$ cat src/rtl/disarm_pkg.sv
// rtl/disarm_pkg.sv - shared FSM states, key codes, op codes and widths for answer_checker
package disarm_pkg;

    typedef enum logic [1:0] {
        ST_IDLE,
        ST_WAIT_PROB,
        ST_ENTRY,
        ST_JUDGE
    } state_t;

    localparam logic [3:0] KEY_CLEAR     = 4'hA;
    localparam logic [3:0] KEY_ENTER     = 4'hB;
    localparam logic [3:0] KEY_DIGIT_MAX = 4'd9;

    localparam logic [2:0] OP_ADD = 3'd0;
    localparam logic [2:0] OP_SUB = 3'd1;
    localparam logic [2:0] OP_MUL = 3'd2;
    localparam logic [2:0] OP_DIV = 3'd3;
    localparam logic [2:0] OP_MOD = 3'd4;

    localparam int ENTRY_W = 10;

    function automatic logic is_digit(input logic [3:0] code);
        return code <= KEY_DIGIT_MAX;
    endfunction

endpackage

$ cat src/rtl/digit_accumulator.sv
// rtl/digit_accumulator.sv - decimal keypad entry register, saturating at three digits
module digit_accumulator
    import disarm_pkg::*;
(
    input  logic               clk,
    input  logic               rst,
    input  logic               clear,
    input  logic               digit_valid,
    input  logic [3:0]         digit,
    output logic [ENTRY_W-1:0] entry,
    output logic [1:0]         entry_len
);

    always_ff @(posedge clk or negedge rst) begin
        if (!rst) begin
            entry     <= '0;
            entry_len <= '0;
        end else if (clear) begin
            entry     <= '0;
            entry_len <= '0;
        end else if (digit_valid && entry_len < 2'd3) begin
            // entry <= 99 while len < 3, so the product never exceeds 999
            entry     <= ENTRY_W'(entry * ENTRY_W'(10)) + ENTRY_W'(digit);
            entry_len <= entry_len + 2'd1;
        end
    end

endmodule

$ cat config.mk
export PLATFORM = sky130hd
export DESIGN_NAME = digit_accumulator
export DESIGN_NICKNAME = d
export VERILOG_FILES = /design/src/rtl/disarm_pkg.sv /design/src/rtl/digit_accumulator.sv
export SDC_FILE = /design/constraint.sdc
export NUM_CORES = 1
export LEC_CHECK = 0
export ABC_AREA = 1
export BUFFER_PORTS_ARGS = -buffer_cell sky130_fd_sc_hd__buf_2
export CAP_MARGIN = 20
export CORE_MARGIN = 4
export CORE_UTILIZATION = 46
export CTS_CLUSTER_SIZE = 30
export DETAILED_ROUTE_END_ITERATION = 7
export GPL_ROUTABILITY_DRIVEN = 1
export MAX_ROUTING_LAYER = met4
export PLACE_DENSITY_LB_ADDON = 0.08
export SLEW_MARGIN = 20
export SYNTH_ARGS = -nofsm -noshare
export SYNTH_HDL_FRONTEND = slang
export SYNTH_SLANG_ARGS = --single-unit
$ cat constraint.sdc
create_clock -name clk -period 5.35 [get_ports clk]
set_input_delay 0.535 -clock clk [delete_from_list [all_inputs] [get_ports clk]]
set_output_delay 0.535 -clock clk [all_outputs]
set_load 0.02 [all_outputs]
* Yosys cells after proc, flatten, opt, wreduce, memory -nomap -nowiden
Cells that the tools add are included.
Storage, ports and cells: register bits after elaboration 12, bits of input ports 8, output and inout port bits 12, logic and storage cells 12
Operators by class: add/subtract/negate cells 2, multipliers 1, magnitude comparators 1, mux-type cells 4, reductions and logical operators 2
Operator list (count):
- $mux W10 | 2
- $add A10 B4 Y10 | 1
- $mul A10 B3 Y9 const B | 1
- $mux W2 | 2
- $add A2 B1 Y2 const B | 1
- $lt A2 B2 Y1 const B | 1
- $reduce_bool A2 Y1 | 1
- $logic_and A1 B1 Y1 | 1

* Depth between registers and ports, before layout
Gate-level depths: netlist of run 1.
depth after elaboration 4, mapped depth 13, depth with buffers taken out 13

* Least setup slack after synthesis of run 1
OpenSTA, ideal clock, no wires.
path type reg2reg, start reg entry[1], end reg entry[9], setup time 0.117 ns, arrival 2.100 ns, required time 5.233 ns, setup slack 3.132 ns, cell stages (with the launch flop) 13, buffers on the path 0, period minus slack after synthesis 2.218 ns, cells stage by stage dfrtp_1 -> ha_1 -> ha_1 -> fa_1 -> nand2_1 -> inv_1 -> nand2_1 -> nor2_2 -> nand2_1 -> nor2_1 -> nand2_1 -> nand3_1 -> nand2_1
Between the ends: longest elaborated chain between the ends 4
Ends and longest elaborated chain:
- start, declared | line digit_accumulator.sv:10 | output logic [ENTRY_W-1:0] entry,
- start signal, assigned | line digit_accumulator.sv:23 | entry <= ENTRY_W'(entry * ENTRY_W'(10)) + ENTRY_W'(digit);
- $mul A10 B3 Y9 | line digit_accumulator.sv:23
- $add A10 B4 Y10 | line digit_accumulator.sv:23
- $mux W10 | line digit_accumulator.sv:21 | end else if (digit_valid && entry_len < 2'd3) begin
- $mux W10 | line digit_accumulator.sv:18 | end else if (clear) begin
No other way between the ends. The select of a mux whose other input is x is not followed. A chain may end at the register's enable or synchronous reset.

* Final worst setup path of run 1
start reg entry[3], end reg entry[9]
Same word-level chain as after synthesis.

==> flow_results.org, run 1 <==
** Outcome
- Status :: finished clean

** Placed design
- Final Wtd Congestion :: 0.877
- DP HPWL :: 1.75 mm
- Cell area after placement :: 1140 um^2
- Input and output buffers added on the ports amount to 19.
- Placed Cells :: 180

** Clock network
- # Post-CTS Setup Buffers :: 0
- After clock tree synthesis, the clock-pin slew on the worst setup and hold paths is 0.07 ns.
- CTS tree :: done
- Inserted Clock Buffers :: 3
- The clock net in this run drives a total of 12 sinks.
- In this run the clock root is driven by a clkbuf_4.
- At the later pin of the worst-skew pair, clock insertion delay measures 0.27 ns.
- Buffers inserted to repair hold after CTS numbered 0.
- Bufs on Longest Clock Path :: 2
- CTS built an H-tree with a depth of 1.
- Once the clock tree was built, the resizer swapped 0 gates to a different size.

** Cells and area
- Ant. Diodes :: 0
- The finished cells cover 1160 um^2.
- For this run, the number of standard cells in the final layout without fillers is 183.
- Fraction of final layout cells with drive strength greater than 1 :: 0.192
- In the final design database the tool counted 183 nets.
- Storage cell area :: 300 um^2
- Multi-input gate area :: 632 um^2
- Number of filler instances in the final layout :: 201
- Layout overhead on the synthesized area :: 15.0%

** Drt
- Dividing the detail-routed wire length by the instance count gives 11.6 um.
- Final WL :: 2.13 mm
- The first detailed-routing pass ran for 4 iterations.
- In the routed layout, each cell is associated on average with a via count of 5.01.
- The first routing iteration left 5 violations.
- The routed layout has 916 vias.
- DRT antenna net count :: 0
- After detailed routing, the number of remaining DRC violations is 0.

** Critical path
- The worst setup path is launched from a flip-flop.
- Measured in cells, the most critical reg-to-reg path has a length of 12.
- Endpoint kind of the worst setup timing path :: flip-flop
- In this run the worst path has a maximum fanout of 4.
- For the worst setup path, the data required time is 5.51 ns.
- Crit path arrival time :: 2.45 ns
- Tracing the worst setup path back leads to its startpoint at entry[3]$_DFFE_PN0P_.
- Startpoint-to-endpoint class of the critical path :: flip-flop to flip-flop
- Start of the worst register-to-register path :: entry[3]$_DFFE_PN0P_

** Global routing
- Across every metal layer, demand over resource in global routing totals 0.167.
- Initial antenna violation count :: 0
- Maximum number of pins on one net before global-route repair :: 13
- After global routing the overflow that remains totals 0.
- The number of global-route vias before repair came to 822.
- First-pass GRT wire length :: 3.44 mm

** Worst hold path
- The worst hold path belongs to the class input port to asynchronous set/reset pin.

** Die
- The floorplan step defined a core boundary enclosing 2020 um^2.
- Die span in y :: 54.9 um
- For this configuration, the core starts out at a cell density of 0.500.
- 20 I/O pins were placed.
- After floorplanning, the core was divided into 16 placement rows.
- The floorplan step defined a die boundary enclosing 3010 um^2.
- Die span in x :: 54.9 um

** STA
- In the finished design, the share of the clock period the worst path needs comes to 0.428.
- Derived from the worst setup path, the maximum achievable clock frequency is 437 MHz.
- Time the final worst path needs with I/O delays and setup :: 2.29 ns
- Between clock sinks in the finished design, the worst skew comes to 0.00186 ns.
- Setup repair after global routing missed its margin :: false
- Slew headroom :: 0.774
- On the final layout, the worst hold slack is 0.129 ns.
- Setup violations remaining at the end of the flow were counted as 0.
- Slew at the pin with the worst max-slew slack :: 0.336 ns
- Final hold violation count :: 0
- Setup total negative slack on the finished layout was measured at 0 ns.
- Final max-slew violation count :: 0

** Synth
- Net count of the mapped netlist :: 159
- Post-synthesis register bit count :: 12
- Ys Warns :: 0
- The share of the Yosys chip area taken by registers is 0.297.
- The netlist uses 20 different library cells.
- Post-Syn Instances :: 134
- Post-synthesis instance area :: 1010 um^2
- The average instance in the mapped netlist occupies 7.54 um^2.

** Power
- The completed layout was analyzed and its total power is 0.288 mW.
- The worst-case IR drop observed on VDD is 0.199 mV.
- For this design the ratio of total power to cell area is 248 nW/um^2.
- For this design the static power due to leakage is 0.658 nW.

** Job
- MaxCap Viol Count :: 0
-- layer usage --
metal  up-vias  part of all wire  global-route usage  routed length, um
met5         -                 0                   -                  0
met4         0            0.0038              0.0332                  8
met3         2             0.047              0.0545                101
met2        19              0.48               0.274               1030
met1       414              0.47               0.199                991
li1        481                 -                   -                  -
-- registers in the layout, indices dropped and copies added (netlist names) --
register,count
entry,10
entry_len,2
-- cell families after synthesis --
group	Yosys count	share of synthesized area
and+or+nand+nor	63	0.265
AOI/OAI and AO/OA	16	0.0916
buffers and inverters	21	0.0780
DFF	12	0.297
adders and majority gates	17	0.225
xor gates and xnor gates	5	0.0433
-- cells in the mapped netlist (all sizes together) --
library cell  number  share of area
nand2             42           0.16
inv               20          0.074
ha                15           0.19
dfrtp             12           0.30
nand3             12          0.059
o21ai              9          0.048
nor2               8          0.037
a21oi              4          0.020
xnor2              4          0.035
a22o               2          0.017
fa                 2          0.040
clkinv             1         0.0037
nor3               1         0.0049
o22ai              1         0.0062
xor2               1         0.0087
-- final cells by class --
class	instances	area share
clock buffer	3	0.0194
tap	27	0.0291
sequential	12	0.258
timing repair buffer	19	0.0818
inverter	21	0.0678
multi-input combinational	101	0.544
-- through the flow --
step,worst slack [ns],utilization
global route,2.88,0.575
floorplan,3.13,-
CTS,3.05,0.575
finish,3.06,0.575
detailed placement,3.05,0.564
global placement,3.14,0.564
-- power breakdown --
part / total [mW] / internal, mW / leakage [nW] / switching, mW
sequential: 0.111 / 0.100 / 0.162 / 0.0110
combinational: 0.123 / 0.0469 / 0.482 / 0.0762
clock: 0.0535 / 0.0260 / 0.0138 / 0.0275
total: 0.288 / 0.173 / 0.658 / 0.115
-- worst max-delay path: stages, from the launching register on --
cell and delay, ns:
dfrtp_1 0.44, ha_1 0.30, ha_1 0.25, fa_1 0.51
nand2_1 0.05, inv_1 0.06, nand2_1 0.08, nor2_2 0.15
nand2_1 0.08, nor2_1 0.09, nand2_1 0.06, nand3_1 0.06
nand2_1 0.05
-- path summary, 6_finish.rpt --
| kind | end | slack (ns) |
|---|---|---|
| hold reg to reg | entry[9]$_DFFE_PN0P_ | 0.48 |
| min in group clk | entry[9]$_DFFE_PN0P_ | 0.48 |
| hold / removal | entry[6]$_DFFE_PN0P_ | 0.13 |
| max in group asynchronous | entry_len[0]$_DFFE_PN0P_ | 5.01 |
| setup reg to reg | entry[9]$_DFFE_PN0P_ | 3.06 |
| setup / recovery | entry[9]$_DFFE_PN0P_ | 3.06 |
-- layout by cell type (no fill, tap or decap), drive strengths merged --
cell type	n
a21oi	4
xnor2	4
fa	2
o21ai	9
clkinv	1
dfrtp	12
inv	20
nor2	8
ha	15
xor2	1
nand3	12
o22ai	1
nor3	1
clkbuf	3
a22o	2
nand2	42
buf	19
No activity file was read; power rests on OpenSTA's default activity.
==> run 2, diff against run 1 <==
--- a/config.mk
+++ b/config.mk
@@ -5,7 +5,7 @@
 export SDC_FILE = /design/constraint.sdc
 export NUM_CORES = 1
 export LEC_CHECK = 0
-export ABC_AREA = 1
+export ABC_AREA = 0
 export BUFFER_PORTS_ARGS = -buffer_cell sky130_fd_sc_hd__buf_2
 export CAP_MARGIN = 20
 export CORE_MARGIN = 4
==> constraint.sdc (replaced) <==
create_clock -name clk -period 2.1 [get_ports clk]
set_input_delay 0.21 -clock clk [delete_from_list [all_inputs] [get_ports clk]]
set_output_delay 0.21 -clock clk [all_outputs]
set_load 0.02 [all_outputs]
==> flow_results.org, run 2 <==
** Outcome
- Status :: finished with violations
- Violations in the final reports :: negative setup slack

** Cells and area
- Most flop-heavy register :: entry
- Relative to the synthesized area, the layout overhead comes to 43.9%.
- Fraction of final layout cells with drive strength greater than 1 :: 0.515
- Most frequent standard cell in the layout excluding fill and tap cells :: buf_2
- Commonest cells after routing, fill and taps aside :: buf_2 (19), buf_4 (13), nand2_1 (10)
- Measured on the finished design, the core utilization comes to 0.692.
- Biggest regs :: entry (10), entry_len (2)
- Ant. Diodes :: 0
- Number of filler instances in the final layout :: 179
- Flip-flop count of the largest register after layout :: 10
- At the end of the flow, the number of nets in the layout was 158.

** Die
- The floorplan step set the die height to 53.3 um.
- Starting Density :: 0.481
- The floorplan has 16 rows.
- The die is 53.3 um wide.
- Die outline area :: 2840 um^2
- Core Footprint :: 1960 um^2
- For this design the top-level I/O count stands at 20.

** Worst hold path
- Counting instances, the worst hold path has a depth of 3.
- Worst Min Path Start :: digit[0]
- The min-delay analysis places its worst path in the category input port to flip-flop.
- The worst hold path terminates at entry[0]$_DFFE_PN0P_.

** Critical path
- Measured in cells, the most critical reg-to-reg path has a length of 9.
- The worst register-to-register path begins at entry[3]$_DFFE_PN0P_.
- Delay of the slowest critical-path stage :: 0.44 ns
- In this design, the critical path's most frequently occurring cell is ha_4.
- Largest fanout of any net on the critical path :: 3
- The worst register-to-register path has a setup slack of -0.24 ns.
- Crit path arrival time :: 2.54 ns
- The signal on the critical path passes through ha_4 -> ha_4 -> fa_2 -> a21o_2 -> a21oi_2 -> xor2_1 -> nor3_2 -> xnor3_1 -> a211oi_2.
- Slowest cell on the critical path :: dfrtp_2
- Startpoint-to-endpoint class of the critical path :: flip-flop to flip-flop
- Kind of start point of the critical path :: flip-flop
- At the worst endpoint, the required time is 2.30 ns.
- Endpoint of the most critical register-to-register path :: entry[9]$_DFFE_PN0P_
- Endpoint kind of the worst setup timing path :: flip-flop

** STA
- Final hold violation count :: 0
- Clk_skew :: 0.00593 ns
- Setup repair after global routing missed its margin :: true
- Final Cycle Share :: 1.11
- The final count of pins violating max slew came to 0.
- Across all hold checks on the routed design, the worst slack comes to 0.161 ns.
- The routed design could run at a clock period as short as 2.34 ns.
- Setup violations remaining at the end of the flow were counted as 4.
- Based on the critical path, the design can be clocked at up to 428 MHz.
- Across all setup checks in the final design, the least slack found is -0.238 ns.
- Slew at the pin with the worst max-slew slack :: 0.422 ns
- Slew headroom :: 0.717

** Clock network
- Bufs on Longest Clock Path :: 2
- The tree is rooted in a clkbuf_4.
- TritonCTS created 3 clock buffers.
- CTS tree :: done
- The tree built by TritonCTS fans out to 12 sinks.
- Clock latency on the worst-skew pair :: 0.29 ns
- CTS built an H-tree with a depth of 1.
- Clock-pin slew was measured on the worst setup and hold paths at 0.09 ns.

** Global routing
- The number of global-route vias before repair is 812.
- Residual overflow from global routing :: 0
- For this run, the total global-route usage over all layers was measured as 0.196.
- The number of antenna violations at the first check in global routing was 0.
- Maximum number of pins on one net before global-route repair :: 15
- First-pass GRT wire length :: 3.74 mm

** Synth
- Fraction of registers with async set or reset after synthesis :: 1.00
- Leading post-synthesis cells by cell area :: dfrtp_1 (32%), ha_1 (20%), xnor2_1 (5.6%)
- Synthesized area per cell :: 9.63 um^2
- For this run, the leading register cell type out of synthesis is dfrtp_1.
- The biggest area contributor in the post-synthesis netlist is dfrtp_1.
- Synth top cells by count :: ha_1 (15), dfrtp_1 (12), nand2_1 (11)
- Yosys printed 0 warnings.
- Of the post-synthesis cell area, the dominant cell type holds 0.318.
- Post-synthesis instance area :: 943 um^2
- Net count of the mapped netlist :: 123
- For this run, the register share of the synthesized area comes to 0.318.
- Count of flip-flops with a built-in enable after synthesis :: 0
- Post-Syn Instances :: 98
- In the post-synthesis netlist, the cell with the most instances is ha_1.
- Number of distinct library cells after synthesis :: 25
- Counting flops and latches in the post-synthesis netlist gives 12.

** Power
- Leakage power figure :: 0.657 nW
- Internal cell power :: 0.544 mW
- Total chip power :: 0.864 mW
- VDD sags by at most 0.490 mV.
- Of the total power, the share spent switching nets is 0.370.
- Clock share of power :: 0.227
- Sequential Power Share :: 0.320
- The analysis attributes to net switching a power of 0.319 mW.
- In this run the power density over the cells is 636 nW/um^2.
- Share of total power in combinational logic :: 0.454

** Placed design
- Routability-driven placement finished with a final weighted congestion of 0.850.
- DP HPWL :: 1.77 mm
- # port buffers :: 19

** Drt
- After detailed routing, the number of vias per cell comes to 5.19.
- Final WL :: 2.36 mm
- Total number of vias :: 825
- Number of design-rule violations left by the first detailed-router iteration :: 5
- The detail route stage leaves a number of antenna-violating nets equal to 0.
- Detailed-routing iteration count for the pre-antenna-repair pass :: 4
- Count of unresolved DRC violations after routing :: 0
- Routed WL per cell :: 14.9 um

** Job
- The tool flagged a number of max-cap violations equal to 0.
## run 2: changes by cell type in the layout (fill, tap and decap cells not counted), sizes merged, moves of 2 or more
cell,change
nand2,-31
a21o,+3
buf,+13
xnor2,+2
a21oi,+6
xor2,+3
nor2,+3
a211oi,+5
o21ai,-5
a22o,-2
inv,-16
nor2b,+2
nand3,-11
## run 2: cell families (layout without fill, tap and decap cells)
logic type | after synthesis | count (layout) | share of synthesized area
AO/OA/AOI/OAI | 22 | 22 | 0.155
XOR/XNOR | 11 | 11 | 0.117
AND/OR/NAND/NOR | 29 | 29 | 0.141
flip-flops | 12 | 12 | 0.318
adder cells (fa/ha/maj) | 17 | 17 | 0.241
buffers and inverters | 7 | 41 | 0.0278
## run 2: how the worst max path moves through the flow
stage | start | end | slack [ns] | depth (start not counted)
global route | entry[3]$_DFFE_PN0P_ | entry[9]$_DFFE_PN0P_ | -0.28 | 9
global placement | entry[2]$_DFFE_PN0P_ | entry[9]$_DFFE_PN0P_ | -0.20 | 9
floorplan | entry[3]$_DFFE_PN0P_ | entry[9]$_DFFE_PN0P_ | -0.22 | 9
CTS | entry[3]$_DFFE_PN0P_ | entry[9]$_DFFE_PN0P_ | -0.24 | 9
detailed placement | entry[3]$_DFFE_PN0P_ | entry[9]$_DFFE_PN0P_ | -0.26 | 9
finish | entry[3]$_DFFE_PN0P_ | entry[9]$_DFFE_PN0P_ | -0.24 | 9
## run 2: critical path: cells and delay by family, from the launching register on
| kind | cells | cell delay, ns |
|---|---|---|
| simple gates | 1 | 0.17 |
| flops | 1 | 0.44 |
| xor+xnor | 2 | 0.34 |
| fa+ha+maj | 3 | 0.74 |
| compound gates | 3 | 0.55 |
## run 2: what timing repair did
| action | 4_1_cts | 5_1_grt |
|---|---|---|
| buffers inserted | 1 | 1 |
| endpoints found under the hold margin | 12 | 0 |
| gates cloned | 0 | 0 |
| resized for setup | 6 | 13 |
| hold buffers | 1 | 0 |
| pin swaps | 5 | 5 |
| setup endpoints to repair | 4 | 5 |
## run 2: per-layer routing
layer,track usage,vias up,part of all wire
met5,-,-,0
met4,0.102,0,0.031
met3,0.0366,9,0.025
met2,0.327,15,0.50
met1,0.222,394,0.44
li1,-,407,-
## run 2: through the flow
step	cell area, um^2	setup WS [ns]	setup TNS (ns)	cells
after floorplan	993	-0.219	-0.298	98
after global routing	1360	-0.281	-0.770	159
final	1360	-0.238	-0.550	159
after detailed placement	1190	-0.262	-0.617	152
after global placement	1190	-0.196	-0.426	152
after CTS	1270	-0.242	-0.620	158
## run 2: cell type report
type	count	area (um^2)	share of cell area
clock buffers	4	36.3	0.0267
inverters	4	15.0	0.0111
multi-input cells	79	763	0.562
flip-flops and latches	12	307	0.226
well taps	27	33.8	0.0249
repair buffers	33	203	0.149
## run 2: power groups by stage
stage               sequential (mW)  combinational (mW)  clock [mW]
finish                        0.276               0.392       0.196
global route                  0.279               0.431       0.214
CTS                           0.277               0.344       0.201
detailed placement            0.281               0.318           0
global placement              0.280               0.310           0
floorplan                     0.312               0.186           0
==> run 3, diff against run 2 <==
--- a/config.mk
+++ b/config.mk
@@ -6,12 +6,12 @@
 export NUM_CORES = 1
 export LEC_CHECK = 0
 export ABC_AREA = 0
-export BUFFER_PORTS_ARGS = -buffer_cell sky130_fd_sc_hd__buf_2
 export CAP_MARGIN = 20
 export CORE_MARGIN = 4
 export CORE_UTILIZATION = 46
 export CTS_CLUSTER_SIZE = 30
 export DETAILED_ROUTE_END_ITERATION = 7
+export DONT_BUFFER_PORTS = 1
 export GPL_ROUTABILITY_DRIVEN = 1
 export MAX_ROUTING_LAYER = met4
 export PLACE_DENSITY_LB_ADDON = 0.08
==> flow_results.org, run 3 (synthesized netlist as in run 2, its figures left out) <==
** Critical path
- Source of the critical timing path :: entry[1]$_DFFE_PN0P_
- Worst path cell trace :: ha_4 -> ha_4 -> fa_2 -> a21o_2 -> a21oi_2 -> xor2_1 -> nor3_2 -> xnor3_1 -> a211oi_2
- Largest fanout of any net on the critical path :: 2
- The kind of cell with the highest combined delay along the critical path is adder cells.
- Startpoint-to-endpoint class of the critical path :: flip-flop to flip-flop
- Endpoint of the most critical register-to-register path :: entry[9]$_DFFE_PN0P_
- STA puts the critical path data required time at 2.30 ns.
- Number of cells on the worst reg-to-reg path :: 9
- Slowest cell on the critical path :: dfrtp_2
- The worst setup path is captured at a flip-flop.
- Worst setup path endpoint :: entry[9]$_DFFE_PN0P_
- Counting both buffers and inverters, the worst setup path holds a total of 0.
- Library cell appearing most often on the critical path :: ha_4
- Slack of the worst reg-to-reg path :: -0.25 ns
- Kind of start point of the critical path :: flip-flop
- The critical path crosses 9 cells after its start point.
- Start of the worst register-to-register path :: entry[1]$_DFFE_PN0P_
- Data on the critical path arrives at its endpoint at 2.55 ns.
- Delay of the slowest critical-path stage :: 0.43 ns

** STA
- Slew at the pin with the worst max-slew slack :: 0.607 ns
- Across all hold checks on the routed design, the worst slack comes to -0.0249 ns.
- Final hold violation count :: 8
- Subtracting the final worst setup slack from the clock period gives 2.35 ns.
- Highest clock frequency the design can meet :: 425 MHz
- Setup violations remaining at the end of the flow were counted as 4.
- Dividing the final minimum period by the clock period gives 1.12.
- Worst-case setup margin in the final layout :: -0.252 ns
- For the final database, setup skew stands at 0.00246 ns.
- Slew headroom :: 0.594
- Setup repair after global routing could not meet its margin everywhere.
- The final count of pins violating max slew was 0.

** Power
- After layout, the design draws a total of 0.809 mW.
- VDD sags by at most 0.377 mV.
- Power per cell area :: 638 nW/um^2
- Leakage power figure :: 0.608 nW

** Worst hold path
- The min-delay analysis places its worst path in the category input port to flip-flop.
- Counting instances, the worst hold path has a depth of 1.

** Global routing
- The number of global-route vias before repair is 826.
- Gr usage total :: 0.189
- Entering global routing, the biggest net connects 15 pins.
- The first global-routing pass estimated 3.71 mm of wire.
- Summed over all layers, the global routing overflow is 0.
- The number of antenna violations at the first check in global routing was 0.

** Cells and area
- The count of cells in the finished layout, fillers not included, comes to 150.
- Fraction of final layout cells with drive strength greater than 1 :: 0.374
- Ant. Diodes :: 0
- From synthesis to final layout, the design area changed by 34.5%.
- Leaving out fill and tap cells, the most frequent cell in the layout is buf_4.
- After filler insertion, the fill cell instance count of the layout stands at 182.
- The largest registers in the layout are entry (10), entry_len (2).
- The register with the most flip-flops in the layout has 10 of them.
- Most flop-heavy register :: entry
- Leaving out fill and tap cells, the most frequent cells in the layout are buf_4 (19), ha_1 (11), nand2_1 (10).
- After the last flow step, the layout net total stands at 149.
- At the end of the flow the core is filled with cells to 0.647.

** Drt
- Total number of vias :: 766
- Final WL :: 2.18 mm
- Post-DR vias/cell :: 5.11
- The detail route stage leaves a number of antenna-violating nets equal to 0.
- Count of unresolved DRC violations after routing :: 0
- Routed WL per cell :: 14.5 um
- Detailed-routing iteration count for the pre-antenna-repair pass :: 2
- Number of design-rule violations left by the first detailed-router iteration :: 5

** Clock network
- Clock edge transition at the registers on the reported setup and hold paths :: 0.09 ns
- Inserted Clock Buffers :: 3
- Bufs on Longest Clock Path :: 2
- Clock tree synthesis selected as its root buffer the cell clkbuf_4.
- The clock reaches the later pin of the worst-skew pair after 0.28 ns.
- In this run the number of H-tree levels came out at 1.
- After clock tree synthesis, the flow added hold-fix buffers numbering 5.
- CTS tree :: done
- Number of clock sinks seen by CTS :: 12

** Die
- The floorplan step set the die width to 53.3 um.
- 20 I/O pins were placed.
- Die span in y :: 53.3 um
- In this run the core area contains 16 standard-cell rows.
- Starting Density :: 0.481
- Die outline area :: 2840 um^2
- The core region is 1960 um^2.

** Placed design
- # port buffers :: 0
- Routability-driven placement finished with a final weighted congestion of 0.815.
- Detailed placement finished with a half-perimeter wire length of 1.62 mm.
- Placed Cells :: 138

** Outcome
- The flow ran to the end, but the final reports show violations.
- The final reports fail on negative hold slack, negative setup slack.

** Job
- Max-cap violations in this run came to 0.
## run 3: how the worst min path moves through the flow
| stage | from | slack, ns | end |
|---|---|---|---|
| after floorplan | rst | -0.09 | entry[0]$_DFFE_PN0P_ |
| after global placement | rst | -0.09 | entry[8]$_DFFE_PN0P_ |
| after detailed placement | rst | -0.09 | entry[8]$_DFFE_PN0P_ |
| after CTS | clear | -0.03 | entry[9]$_DFFE_PN0P_ |
| after global routing | clear | -0.04 | entry[9]$_DFFE_PN0P_ |
| final | clear | -0.02 | entry[9]$_DFFE_PN0P_ |
## run 3: area by class of cell
| type | count | area (um^2) | area share |
|---|---|---|---|
| Clock buffer | 4 | 36.3 | 0.0286 |
| Inverter | 4 | 15.0 | 0.0118 |
| Multi-Input combinational cell | 79 | 684 | 0.539 |
| Sequential cell | 12 | 307 | 0.242 |
| Tap cell | 27 | 33.8 | 0.0266 |
| Timing Repair Buffer | 24 | 193 | 0.152 |
## run 3: layer usage
layer  wire (um)  GRT usage  vias to the layer above
li1            -          -                      385
met1         960      0.226                      364
met2        1110      0.312                       12
met3          80     0.0394                        5
met4          25     0.0638                        0
met5           0          -                        -
## run 3: power breakdown
part | total (mW) | switching [mW] | internal (mW)
Clock | 0.195 | 0.0899 | 0.105
Sequential | 0.288 | 0.0325 | 0.255
Combinational | 0.326 | 0.164 | 0.162
## run 3: per-stage QoR
stage               area [um^2]  TNS (ns)  setup WS [ns]
floorplan                   993    -0.298         -0.219
global placement           1140    -0.495         -0.218
detailed placement         1140    -0.590         -0.253
CTS                        1240    -0.700         -0.277
global route               1270     -1.16         -0.376
finish                     1270    -0.725         -0.252
## run 3: repair_timing
action / in CTS / in global routing
gates resized for setup: 2 / 5
endpoints found under the hold margin: 24 / 8
pin swaps: 6 / 8
buffers inserted: 2 / 1
endpoints found under the setup margin: 3 / 5
